File: config.mk
export PLATFORM = sky130hd
export DESIGN_NAME = div_iter
export DESIGN_NICKNAME = d
export VERILOG_FILES = /design/src/rtl/div_iter.sv
export SDC_FILE = /design/constraint.sdc
export NUM_CORES = 1
export LEC_CHECK = 0
export CORE_ASPECT_RATIO = 0.6
export CORE_MARGIN = 1
export CORE_UTILIZATION = 45
export DETAILED_ROUTE_END_ITERATION = 8
export DONT_BUFFER_PORTS = 1
export GPL_ROUTABILITY_DRIVEN = 0
export SETUP_SLACK_MARGIN = 0.5
export SLEW_MARGIN = 20
export SYNTH_ARGS = -nofsm -noshare
export SYNTH_HDL_FRONTEND = slang
export SYNTH_SLANG_ARGS = --single-unit
File: constraint.sdc
create_clock -name clk -period 5.71 [get_ports clk]
set_input_delay 1.713 -clock clk [delete_from_list [all_inputs] [get_ports clk]]
set_output_delay 1.713 -clock clk [all_outputs]
set_load 0.01 [all_outputs]
File: src/rtl/div_iter.sv
// div_iter: iterative restoring divider, one quotient bit per clock.
// Produces {remainder, quotient} for signed or unsigned WIDTH-bit operands,
// with divide-by-zero shortcut, cancel (annul) and a hold-until-consumed
// result handshake for the EX-stage HI/LO path.
module div_iter #(
  parameter int WIDTH = 32
) (
  input  logic               clk,
  input  logic               rst,
  input  logic               signed_i,
  input  logic [WIDTH-1:0]   opdata1_i,
  input  logic [WIDTH-1:0]   opdata2_i,
  input  logic               start_i,
  input  logic               annul_i,
  output logic [2*WIDTH-1:0] result_o,
  output logic               ready_o,
  output logic               busy_o
);

  localparam int CNT_W = $clog2(WIDTH) + 1;

  typedef enum logic [1:0] {S_FREE, S_BYZERO, S_ON, S_END} state_t;

  state_t             state, state_nxt;
  logic [CNT_W-1:0]   cnt;
  logic [2*WIDTH-1:0] acc;      // {partial remainder, dividend/quotient bits}
  logic [WIDTH-1:0]   dvs;      // divisor magnitude
  logic               neg_q;    // quotient needs negation
  logic               neg_r;    // remainder needs negation

  logic [2*WIDTH:0]   shifted;
  logic [WIDTH-1:0]   diff;
  logic               fits;
  logic [2*WIDTH-1:0] acc_nxt;
  logic               last;
  logic               accept;

  // Magnitude of an operand: two's negate only when treated as signed and negative.
  function automatic logic [WIDTH-1:0] mag(input logic [WIDTH-1:0] v, input logic s);
    return (s && v[WIDTH-1]) ? (~v + 1'b1) : v;
  endfunction

  // Conditional two's-complement negation, modulo 2^WIDTH.
  function automatic logic [WIDTH-1:0] neg_if(input logic [WIDTH-1:0] v, input logic c);
    return c ? (~v + 1'b1) : v;
  endfunction

  assign accept = start_i && !annul_i;
  assign last   = (cnt == CNT_W'(WIDTH - 1));

  // One restoring step: shift, trial-subtract from the upper part, keep or restore.
  always_comb begin
    shifted = {acc, 1'b0};
    fits    = (shifted[2*WIDTH:WIDTH] >= {1'b0, dvs});
    // Remainder is always below the divisor, so the low WIDTH bits of the
    // difference are exact whenever the trial subtraction fits.
    diff    = shifted[2*WIDTH-1:WIDTH] - dvs;
    acc_nxt = shifted[2*WIDTH-1:0];
    if (fits) begin
      acc_nxt = {diff, shifted[WIDTH-1:1], 1'b1};
    end
  end

  // Next-state logic; annul wins in ON/BYZERO, is ignored in END.
  always_comb begin
    state_nxt = state;
    unique case (state)
      S_FREE: begin
        if (accept) begin
          state_nxt = (opdata2_i == '0) ? S_BYZERO : S_ON;
        end
      end
      S_BYZERO: state_nxt = annul_i ? S_FREE : S_END;
      S_ON: begin
        if (annul_i) begin
          state_nxt = S_FREE;
        end else if (last) begin
          state_nxt = S_END;
        end
      end
      S_END: begin
        if (!start_i) begin
          state_nxt = S_FREE;
        end
      end
    endcase
  end

  // Control state: FSM, iteration counter and the committed result.
  always_ff @(posedge clk or negedge rst) begin
    if (!rst) begin
      state    <= S_FREE;
      cnt      <= '0;
      result_o <= '0;
    end else begin
      state <= state_nxt;
      cnt   <= (state == S_ON && state_nxt == S_ON) ? cnt + CNT_W'(1) : '0;
      if (state == S_ON && state_nxt == S_END) begin
        result_o <= {neg_if(acc_nxt[2*WIDTH-1:WIDTH], neg_r),
                     neg_if(acc_nxt[WIDTH-1:0], neg_q)};
      end else if (state_nxt != S_END) begin
        result_o <= '0;
      end
    end
  end

  // Datapath: latch operand magnitudes on acceptance, then iterate while ON.
  always_ff @(posedge clk) begin
    if (state == S_FREE && accept) begin
      acc   <= {{WIDTH{1'b0}}, mag(opdata1_i, signed_i)};
      dvs   <= mag(opdata2_i, signed_i);
      neg_q <= signed_i && (opdata1_i[WIDTH-1] ^ opdata2_i[WIDTH-1]);
      neg_r <= signed_i && opdata1_i[WIDTH-1];
    end else if (state == S_ON) begin
      acc <= acc_nxt;
    end
  end

  assign ready_o = (state == S_END);
  assign busy_o  = (state == S_ON) || (state == S_BYZERO);

endmodule

Word-level counts from Yosys, hierarchy flattened

Cells that the tools add are included.

Output and inout port bits: 66
Register bits: 170
Word-level logic and storage cells: 57

$lt $le $gt $ge: 1
Reductions and logical operators: 13
Eq/ne operators: 7
Bitwise logic cells: 5
Muxes and demuxes: 17
Add/subtract/negate cells: 6

Operators with widths:

| cell                    | number |
|---|---|
| $mux W32                | 6 |
| $mux W64                | 3 |
| $add A32 B1 Y32 const B | 4 |
| $not A32 Y32            | 4 |
| $ge A33 B32 Y1          | 1 |
| $logic_not A32 Y1       | 1 |
| $sub A32 B32 Y32        | 1 |
| $mux W2                 | 6 |
| $eq A2 B2 Y1 const B    | 4 |
| $pmux W2 S4             | 1 |
| $logic_and A1 B1 Y1     | 7 |
| $add A6 B1 Y6 const B   | 1 |
| $eq A6 B5 Y1 const B    | 1 |
| $mux W6                 | 1 |
| $reduce_bool A2 Y1      | 2 |
| $eq A2 B1 Y1 const B    | 1 |
| $logic_not A2 Y1        | 1 |
| $ne A2 B2 Y1 const B    | 1 |
| $logic_not A1 Y1        | 1 |
| $logic_or A1 B1 Y1      | 1 |
| $xor A1 B1 Y1           | 1 |

Longest topological paths before layout

Gate-level depths: netlist (run 1).

Depth after elaboration: 7
Gate-level depth with buffers: 22
Gate-level depth less buffers: 19

Worst setup path after synthesis (run 1)

Ideal clock, no wire load.

Path kind: reg-to-reg
Start point: reg dvs[12]
End point: reg result_o[62]
Library setup time: 82 ps
Data arrival time: 4668 ps
Path slack: 960 ps
Data required time: 5628 ps
Buffers on the path: 4
Cell stages (with the launch flop): 21
Cells stage by stage: edfxtp_1 -> inv_1 -> ha_1 -> buf_2 -> nand4_1 -> or3_4 -> a21oi_4 -> nor3_2 -> or3b_4 -> nand2_2 -> buf_2 -> buf_4 -> buf_2 -> mux2i_1 -> ha_1 -> nand3_1 -> or4b_2 -> nand2_1 -> nand4_1 -> or4_1 -> a31oi_1

Cells in the longest elaborated chain, start to end: 6

RTL lines:

| element                                                   | line   | text |
|---|---|---|
| from (decl)                                               | 27     | `logic [WIDTH-1:0] dvs;` |
| from (signal assigned)                                    | 111    | `dvs <= mag(opdata2_i, signed_i);` |
| $sub A32 B32 Y32 / $ge A33 B32 Y1 (equally long branches) | 57, 54 |  |
| $mux W64 *                                                | 59     | `if (fits) begin` |
| $not A32 Y32                                              | 45     | `return c ? (~v + 1'b1) : v;` |
| $add A32 B1 Y32                                           | 45     |  |
| $mux W32 *                                                | 45     |  |
| $mux W64 *                                                | 98     | `if (state == S_ON && state_nxt == S_END) begin` |
| to (signal assigned)                                      | 99     | `result_o <= {neg_if(acc_nxt[2*WIDTH-1:WIDTH], neg_r),` |
| to (decl)                                                 | 15     | `output logic [2*WIDTH-1:0] result_o,` |

Every way passes the cells marked *; elsewhere a longest branch is shown, timed or not.
A chain may end at the register's enable or synchronous reset.

Worst setup path after layout (run 1)

Start point: reg acc[56]
End point: reg result_o[62]

Cells in the longest elaborated chain, start to end: 6

RTL lines:

| element                                                   | line   | text |
|---|---|---|
| from (decl)                                               | 26     | `logic [2*WIDTH-1:0] acc;` |
| from (signal assigned)                                    | 110    | `acc <= {{WIDTH{1'b0}}, mag(opdata1_i, signed_i)};` |
| from (signal assigned)                                    | 115    | `acc <= acc_nxt;` |
| $sub A32 B32 Y32 / $ge A33 B32 Y1 (equally long branches) | 57, 54 |  |
| $mux W64 *                                                | 59     |  |
| $not A32 Y32                                              | 45     |  |
| $add A32 B1 Y32                                           | 45     |  |
| $mux W32 *                                                | 45     |  |
| $mux W64 *                                                | 98     |  |

Marked as above.

==> results of run 1 <==
## registers in the layout, summed over array words and instances (netlist names)
| name | flops |
|---|---|
| cnt | 6 |
| dvs | 32 |
| neg_r | 1 |
| acc | 64 |
| result_o | 64 |
| neg_q | 1 |
| state | 2 |
## layout make-up
| cell class | count | share of cell area |
|---|---|---|
| inverters | 67 | 0.01927 |
| well taps | 360 | 0.03452 |
| flip-flops and latches | 170 | 0.3391 |
| clock buffers | 23 | 0.03433 |
| repair buffers | 16 | 0.01016 |
| multi-input cells | 1140 | 0.5567 |
| clock inverters | 9 | 0.005945 |
## metal layers
metal | up-vias | GRT usage
met5 | - | 0
met4 | 0 | 0.07605
met3 | 36 | 0.07019
met2 | 379 | 0.3449
met1 | 5197 | 0.4095
li1 | 5252 | -
## placed cells by master (no fill, tap or decap), types with 9 or more instances in the layout
cell type / instances
a211oi_1: 71
a21boi_0: 10
a21o_1: 9
a21oi_1: 91
a31oi_1: 17
and2_1: 14
and3_1: 13
buf_4: 15
clkbuf_16: 17
dfrtp_1: 72
dfxtp_1: 32
edfxtp_1: 66
ha_1: 41
inv_1: 63
mux2i_1: 27
nand2_1: 132
nand3_1: 34
nand4_1: 19
nor2_1: 159
nor2b_1: 15
nor3_1: 48
nor4_1: 12
o211ai_1: 15
o21a_1: 14
o21ai_0: 103
o31ai_1: 12
o41ai_1: 10
or3_1: 20
or4_1: 17
xnor2_1: 49
xor2_1: 66
## worst paths after layout
kind | startpoint | endpoint | depth (start not counted)
worst min register to register | cnt[0] | cnt[0] | 1
worst max-delay path | acc[56] | result_o[62] | 15
min in group asynchronous | rst | result_o[7] | 0
max in group asynchronous | rst | cnt[1] | 0
worst min-delay path | cnt[0] | cnt[0] | 1
worst max register to register | acc[56] | result_o[62] | 15
## worst max-delay path: cells and delay by family (launching register included)
| family | cells | cell delay (ps) |
|---|---|---|
| flip-flops | 1 | 340 |
| AO/OA/AOI/OAI | 4 | 960 |
| adder cells (fa/ha/maj) | 2 | 730 |
| AND/OR/NAND/NOR | 8 | 2370 |
| multiplexers | 1 | 340 |
## logic make-up (layout without fill, tap and decap cells)
family	after synthesis	in the layout
simple gates	527	527
fa+ha+maj	43	43
xor+xnor	115	115
flops	170	170
mux	33	33
buf+inv	140	115
compound gates	422	422
## cell usage after synthesis (19+ instances only)
library cell and instances:
dfrtp_1 72, nor2_1 159, ha_1 42, a21oi_1 91, mux2i_1 27, o21ai_0 105
nand3_1 34, nand4_1 19, or3_1 20, dfxtp_1 32, nor3_1 49, nand2_1 134
edfxtp_1 66, clkbuf_1 51, xor2_1 66, xnor2_1 49, a211oi_1 71, inv_1 63
## report_power, final
group,total [mW],switching (mW),internal (mW)
clock network,1.11,0.510,0.597
registers,2.24,0.497,1.75
logic,4.49,2.92,1.57
total,7.84,3.92,3.91
## per-stage QoR
step,utilization,power [mW]
2_1_floorplan,-,5.456
3_3_place_gp,0.4718,6.635
3_5_place_dp,0.4718,6.640
4_1_cts,0.4916,7.764
5_1_grt,0.4918,8.390
6_report,0.4918,7.836
==> impl_metrics.env, run 1 <==
export IMPL_max_freq_mhz=206.2
export IMPL_drt_iter0_markers=1012
export IMPL_fp_dieH_um=129.6
export IMPL_grt_pass1_vias=9367
export IMPL_grt_use_total=0.2630
export IMPL_status="completed"
export IMPL_ys_warnings_count=0
export IMPL_final_nets=1524
export IMPL_clockBufferDepth=2
export IMPL_reg2reg_slack_ps=860
export IMPL_synth_top_cell_by_area="edfxtp_1"
export IMPL_highest_layer="met4"
export IMPL_layout_area_seq_mm2=0.004424
export IMPL_wl_per_cell_um=20.63
export IMPL_synth_edf_count=66
export IMPL_fp_coreArea_mm2=0.02653
export IMPL_fin_crit_sh=0.8493
export IMPL_met2_wirelength_um=14300
export IMPL_cpMaxStageDelayCell="or4_1"
export IMPL_synth_ff_type="dfrtp_1"
export IMPL_synth_adder_area_share=0.04465
export IMPL_placed_area_mm2=0.01252
export IMPL_start_util=0.4605
export IMPL_cap_viol_max_count=0
export IMPL_vias=10864
export IMPL_cts_htree_levels=4
export IMPL_clkTransAtPathRegs_ps=70
export IMPL_drt_total_wl_um=36820
export IMPL_peakVddDrop_uv=291.4
export IMPL_multiInputGateArea_mm2=0.007264
export IMPL_final_area_mm2=0.01305
export IMPL_hold_viol_final=0
export IMPL_io_pins=135
export IMPL_holdBufCountCts=0
export IMPL_fillCellCount=2572
export IMPL_dpl_cell_count=1753
export IMPL_drc=0
export IMPL_fp_dieArea_mm2=0.02784
export IMPL_wl_met1_um=18500
export IMPL_postRouteAntennaNets=0
export IMPL_critPathKind="reg2reg"
export IMPL_crit_chain="ha_1, nand4_1, nor3_2, and4_1, or3b_4, nand2_2, mux2i_1, ha_1, o2111ai_1, a2111oi_0, o2111ai_1, nand2_1, nand4_1, or4_1, a31oi_1"
export IMPL_fin_crit_ps=4849
export IMPL_num_rows=46
export IMPL_arrival_ps=5220
export IMPL_area_growth_pct=6.800
export IMPL_synth_top_family_by_area="compound AO/OA/AOI/OAI gates"
export IMPL_synth_compound_area_frac=0.2273
export IMPL_grt_pass1_wl_um=56010
export IMPL_cp_end_kind="flop"
export IMPL_fin_tns_setup_ps=0
export IMPL_cts_buffers=17
export IMPL_crit_fanout=11
export IMPL_vias_per_cell=6.086
export IMPL_slowest_delay_ps=500
export IMPL_fin_ws_ps=860.7
export IMPL_p_per_area_mw_per_mm2=600.5
export IMPL_cellLeakagePower_nw=5.087
export IMPL_slew_headroom=0.3083
export IMPL_clock_latency_ps=450
export IMPL_crit_required_ps=6080
export IMPL_grt_ovfl_total=0
export IMPL_numPortBuffers=0
export IMPL_start_kind="flop"
export IMPL_setup_viol=0
export IMPL_synthSimpleGateAreaFrac=0.2107
export IMPL_synthXorXnorAreaFrac=0.08244
export IMPL_ys_types=88
export IMPL_drive_above_1_share=0.05754
export IMPL_post_cts_buffers=0
export IMPL_cts_sinks=170
export IMPL_skew_ps=12.71
export IMPL_synth_avg_cell_area_um2=8.426
export IMPL_antenna_cells=0
export IMPL_drv_slew=0
export IMPL_ys_ff_latch=170
export IMPL_synth_nets=1562
export IMPL_final_cell_count_no_fill=1785
export IMPL_synth_mux_area_frac=0.02765
export IMPL_cts_root_buf="clkbuf_16"
export IMPL_dp_slack_ps=650.5
export IMPL_synthArstFlopShare=0.4235
export IMPL_tightestPinTransition_ps=1038
export IMPL_die_w_um=214.7
export IMPL_cts_tree="built"
export IMPL_synth_cells=1450
export IMPL_hold_ws_ps=482.3
export IMPL_dr_pass1_iters=5
export IMPL_yosysTopAreaCellShare=0.1622
export IMPL_min_path_type="reg2reg"
export IMPL_rsz0062_at_grt="no"
export IMPL_cts_resized=0
export IMPL_synth_area_top_cells="edfxtp_1 (16%), dfrtp_1 (15%), dfxtp_1 (5.2%)"
export IMPL_yosysSeqAreaShare=0.3621
export IMPL_antenna_found_initial=0
export IMPL_wl_met3_um=3418
export IMPL_dp_hpwl_um=28030
export IMPL_grt_max_degree=76
export IMPL_syn_cell_area_mm2=0.01222
(Power assumes the default switching activity.)
==> run 2: changes to the inputs <==
==> constraint.sdc (replaced) <==
create_clock -name clk -period 4.5 [get_ports clk]
set_input_delay 1.35 -clock clk [delete_from_list [all_inputs] [get_ports clk]]
set_output_delay 1.35 -clock clk [all_outputs]
set_load 0.01 [all_outputs]
==> impl_metrics.env, run 2 (synthesis results as in run 1) <==
export IMPL_status="completed"
export IMPL_crit_required_ps=4880
export IMPL_grt_pass1_vias=10232
export IMPL_peakVddDrop_uv=344.1
export IMPL_fp_coreArea_mm2=0.02653
export IMPL_met2_wirelength_um=15870
export IMPL_start_kind="flop"
export IMPL_slew_headroom=0.2858
export IMPL_rsz0062_at_grt="yes"
export IMPL_cts_htree_levels=4
export IMPL_cellLeakagePower_nw=5.602
export IMPL_wl_per_cell_um=20.63
export IMPL_cp_end_kind="flop"
export IMPL_cts_root_buf="clkbuf_16"
export IMPL_arrival_ps=4550
export IMPL_dr_pass1_iters=5
export IMPL_hold_start="cnt[0]"
export IMPL_dp_hpwl_um=28690
export IMPL_start_util=0.4605
export IMPL_max_freq_mhz=240.1
export IMPL_io_pins=135
export IMPL_largest_registers="acc: 64 flops, result_o: 64 flops, dvs: 32 flops"
export IMPL_slowest_delay_ps=440
export IMPL_area_growth_pct=18.12
export IMPL_antenna_found_initial=1
export IMPL_cpMaxStageDelayCell="or4b_1"
export IMPL_vias=11445
export IMPL_fp_dieArea_mm2=0.02784
export IMPL_critPathKind="reg2reg"
export IMPL_highest_layer="met4"
export IMPL_dp_slack_ps=-128.0
export IMPL_final_common_cell="nor2_1"
export IMPL_drv_slew=0
export IMPL_placed_area_mm2=0.01291
export IMPL_drt_total_wl_um=38610
export IMPL_clockBufferDepth=2
export IMPL_final_area_mm2=0.01443
export IMPL_fin_crit_ps=4166
export IMPL_grt_pass1_wl_um=59150
export IMPL_crit_fanout=5
export IMPL_setup_viol=0
export IMPL_clkTransAtPathRegs_ps=70
export IMPL_drt_iter0_markers=1092
export IMPL_wl_met3_um=3314
export IMPL_cap_viol_max_count=0
export IMPL_num_rows=46
export IMPL_final_util=0.5439
export IMPL_holdBufCountCts=0
export IMPL_startpoint="dvs[10]"
export IMPL_wl_met1_um=18830
export IMPL_skew_ps=10.62
export IMPL_antenna_cells=0
export IMPL_grt_use_total=0.2763
export IMPL_fin_crit_sh=0.9257
export IMPL_drive_above_1_share=0.1733
export IMPL_p_per_area_mw_per_mm2=794.8
export IMPL_cts_sinks=170
export IMPL_final_nets=1611
export IMPL_die_w_um=214.7
export IMPL_min_path_type="reg2reg"
export IMPL_cts_tree="built"
export IMPL_drc=0
export IMPL_numPortBuffers=0
export IMPL_fp_dieH_um=129.6
export IMPL_rr_startpoint="dvs[10]"
export IMPL_grt_ovfl_total=0
export IMPL_fin_ws_ps=334.2
export IMPL_hold_viol_final=0
export IMPL_final_cell_mix="nor2_1 (157), nand2_1 (129), o21ai_0 (101)"
export IMPL_tightestPinTransition_ps=1071
export IMPL_clock_latency_ps=460
export IMPL_cts_buffers=17
export IMPL_postRouteAntennaNets=0
export IMPL_grt_max_degree=77
export IMPL_vias_per_cell=6.114
export IMPL_crit_chain="inv_2, ha_4, nand4_1, or3_4, a21oi_4, nor3_4, or3b_4, nand2_8, mux2i_4, ha_4, nand3_2, or3_4, a22oi_2, and4_1, or4b_1, a31oi_1"
==> run 2: per-layer routing <==
metal / global-route usage / vias up
li1: - / 5419
met1: 0.4224 / 5554
met2: 0.3817 / 436
met3: 0.05869 / 36
met4: 0.08739 / 0
met5: 0 / -
==> run 2: area by class of cell <==
cell class / instances / area [um^2]
repair buffers: 103 / 792.0
fillers: 2434 / 12100
clock buffers: 22 / 518.0
inverters: 67 / 251.5
flip-flops and latches: 170 / 4434
clock inverters: 10 / 120.1
well taps: 360 / 450.4
multi-input cells: 1140 / 7865
==> run 2: where the power goes <==
part	internal [mW]	switching (mW)
clock	0.939	0.679
combinational	2.76	4.23
sequential	2.22	0.640
==> run 2: final timing paths <==
path	to	slack, ps	cells past startpoint
setup / recovery	result_o[58]	330	16
max in group asynchronous	cnt[0]	3760	0
hold reg to reg	cnt[0]	470	1
setup reg to reg	result_o[58]	330	16
hold / removal	cnt[0]	470	1
min in group asynchronous	result_o[11]	580	0
==> run 2: what timing repair did <==
action | CTS | global route
endpoints found under the hold margin | 0 | 0
resized for setup | 69 | 48
setup buffers | 23 | 19
gates cloned | 0 | 0
pin swaps | 29 | 39
endpoints found under the setup margin | 54 | 55
==> run 2: stage by stage <==
| step | hold WS [ps] | setup TNS (ps) | power, mW | std cells |
|---|---|---|---|---|
| after CTS | 469.6 | 0 | 10.99 | 1853 |
| after global routing | 490.3 | 0 | 12.21 | 1872 |
| final | 470.6 | 0 | 11.47 | 1872 |
| after floorplan | 432.9 | 0 | 7.066 | 1450 |
| after global placement | 448.3 | -1013 | 8.818 | 1798 |
| after detailed placement | 460.5 | -2281 | 8.861 | 1798 |
==> run 2: critical path, delay by kind of cell, from the launching register on <==
family / cells / cell delay [ps]
and+or+nand+nor: 9 / 2310
muxes: 1 / 270
AOI/OAI and AO/OA: 3 / 630
buffers and inverters: 1 / 50
DFF: 1 / 340
adders and majority gates: 2 / 480
==> run 3: changes to the inputs <==
--- a/config.mk
+++ b/config.mk
@@ -8,6 +8,7 @@
 export CORE_ASPECT_RATIO = 0.6
 export CORE_MARGIN = 1
 export CORE_UTILIZATION = 45
+export CTS_BUF_LIST = sky130_fd_sc_hd__clkbuf_16
 export DETAILED_ROUTE_END_ITERATION = 8
 export DONT_BUFFER_PORTS = 1
 export GPL_ROUTABILITY_DRIVEN = 0
==> constraint.sdc (replaced) <==
create_clock -name clk -period 3.6 [get_ports clk]
set_input_delay 1.08 -clock clk [delete_from_list [all_inputs] [get_ports clk]]
set_output_delay 1.08 -clock clk [all_outputs]
set_load 0.01 [all_outputs]
==> impl_metrics.env, run 3 (synthesis results as in run 1) <==
export IMPL_fin_crit_ps=4074
export IMPL_final_nets=1840
export IMPL_drt_total_wl_um=44820
export IMPL_start_util=0.4605
export IMPL_multiInputGateArea_mm2=0.009269
export IMPL_drv_slew=0
export IMPL_grt_max_degree=146
export IMPL_layout_area_seq_mm2=0.004425
export IMPL_cellLeakagePower_nw=7.211
export IMPL_cts_sinks=170
export IMPL_placed_area_mm2=0.01471
export IMPL_crit_required_ps=3980
export IMPL_status="finished, violations left"
export IMPL_antenna_cells=0
export IMPL_final_cell_mix="buf_4 (265), nor2_1 (155), nand2_1 (115)"
export IMPL_reg2regPathDepth=15
export IMPL_grt_ovfl_total=0
export IMPL_tightestPinTransition_ps=992.4
export IMPL_final_util=0.6756
export IMPL_fp_coreArea_mm2=0.02653
export IMPL_fin_ws_ps=-474.1
export IMPL_grt_use_total=0.2997
export IMPL_met2_wirelength_um=19110
export IMPL_numPortBuffers=0
export IMPL_drt_iter0_markers=1194
export IMPL_arrival_ps=4460
export IMPL_cap_viol_max_count=0
export IMPL_holdBufCountCts=0
export IMPL_clockBufferDepth=2
export IMPL_slew_headroom=0.3360
export IMPL_drc=0
export IMPL_critPathKind="reg2reg"
export IMPL_die_w_um=214.7
export IMPL_fin_crit_sh=1.132
export IMPL_dp_hpwl_um=31000
export IMPL_rr_startpoint="dvs[26]"
export IMPL_fp_dieH_um=129.6
export IMPL_vias_per_cell=6.043
export IMPL_wl_met3_um=4102
export IMPL_antenna_found_initial=0
export IMPL_start_kind="flop"
export IMPL_highest_layer="met4"
export IMPL_clkTransAtPathRegs_ps=70
export IMPL_hold_viol_final=0
export IMPL_largest_registers="acc: 64 flops, result_o: 64 flops, dvs: 32 flops"
export IMPL_dp_slack_ps=-711.2
export IMPL_reg2reg_slack_ps=-470
export IMPL_final_area_mm2=0.01793
export IMPL_wl_per_cell_um=21.33
export IMPL_cts_buffers=17
export IMPL_clock_latency_ps=460
export IMPL_cp_end_kind="flop"
export IMPL_final_common_cell="buf_4"
export IMPL_fin_tns_setup_ps=-5398
export IMPL_area_growth_pct=46.72
export IMPL_grt_pass1_vias=11507
export IMPL_vias=12697
export IMPL_cts_root_buf="clkbuf_16"
export IMPL_skew_ps=10.45
export IMPL_fp_dieArea_mm2=0.02784
export IMPL_fillCellCount=2006
export IMPL_p_per_area_mw_per_mm2=1053
export IMPL_drive_above_1_share=0.3820
export IMPL_rsz0062_at_grt="yes"
export IMPL_cts_htree_levels=4
export IMPL_grt_pass1_wl_um=64580
export IMPL_max_freq_mhz=245.5
export IMPL_dr_pass1_iters=7
export IMPL_io_pins=135
export IMPL_crit_fanout=5
export IMPL_violations="negative setup slack"
export IMPL_peakVddDrop_uv=636.8
export IMPL_hold_ws_ps=313.4
export IMPL_min_path_type="in2async"
export IMPL_postRouteAntennaNets=0
export IMPL_num_rows=46
export IMPL_r2r_end="result_o[58]"
export IMPL_cts_tree="built"
export IMPL_wl_met1_um=20580
export IMPL_setup_viol=25
## run 3: layout make-up
cell class	count	share of cell area
clock buffer	17	0.02373
clock inverter	15	0.007748
inverter	67	0.01508
multi-input combinational	1140	0.5171
sequential	170	0.2469
tap	360	0.02513
timing repair buffer	332	0.1644
## run 3: worst max-delay path by stage
stage	from	to	slack [ps]
after floorplan	dvs[10]	result_o[58]	-670
after global placement	dvs[6]	result_o[58]	-510
after detailed placement	dvs[6]	result_o[62]	-710
after CTS	dvs[12]	result_o[58]	-360
after global routing	dvs[12]	result_o[58]	-580
final	dvs[26]	result_o[58]	-470
## run 3: layer usage
metal  up-vias  track usage
li1       5893            -
met4         0      0.08739
met2       520       0.4207
met3        78      0.08498
met5         -            0
met1      6206       0.4417
## run 3: worst max-delay path, cell delays in order (launching register included)
cell and delay [ps]:
edfxtp_1 350, inv_2 50, ha_4 280, nand4_1 220, nor3_4 250, and4_4 290
or3b_4 420, nand2_8 100, mux2i_4 260, ha_4 200, nand3_4 70, or3_4 410
a22oi_2 280, and4_1 240, or4b_1 440, a31oi_1 130
## run 3: power breakdown
group	leakage, nW	switching [mW]	total, mW	internal [mW]
Clock	0.281	0.830	1.84	1.01
Sequential	1.88	0.789	3.56	2.77
Combinational	5.05	7.19	13.5	6.29
Total	7.21	8.81	18.9	10.1
## run 3: metrics by stage
step | power (mW) | cells
floorplan | 9.191 | 1450
global placement | 13.08 | 1995
detailed placement | 13.20 | 1995
CTS | 16.54 | 2050
global route | 19.84 | 2101
finish | 18.88 | 2101
## run 3: what timing repair did
action	4_1_cts	5_1_grt
pin swaps	72	120
buffers inserted	19	49
gates resized for setup	180	214
gates cloned	4	1
setup endpoints to repair	87	93
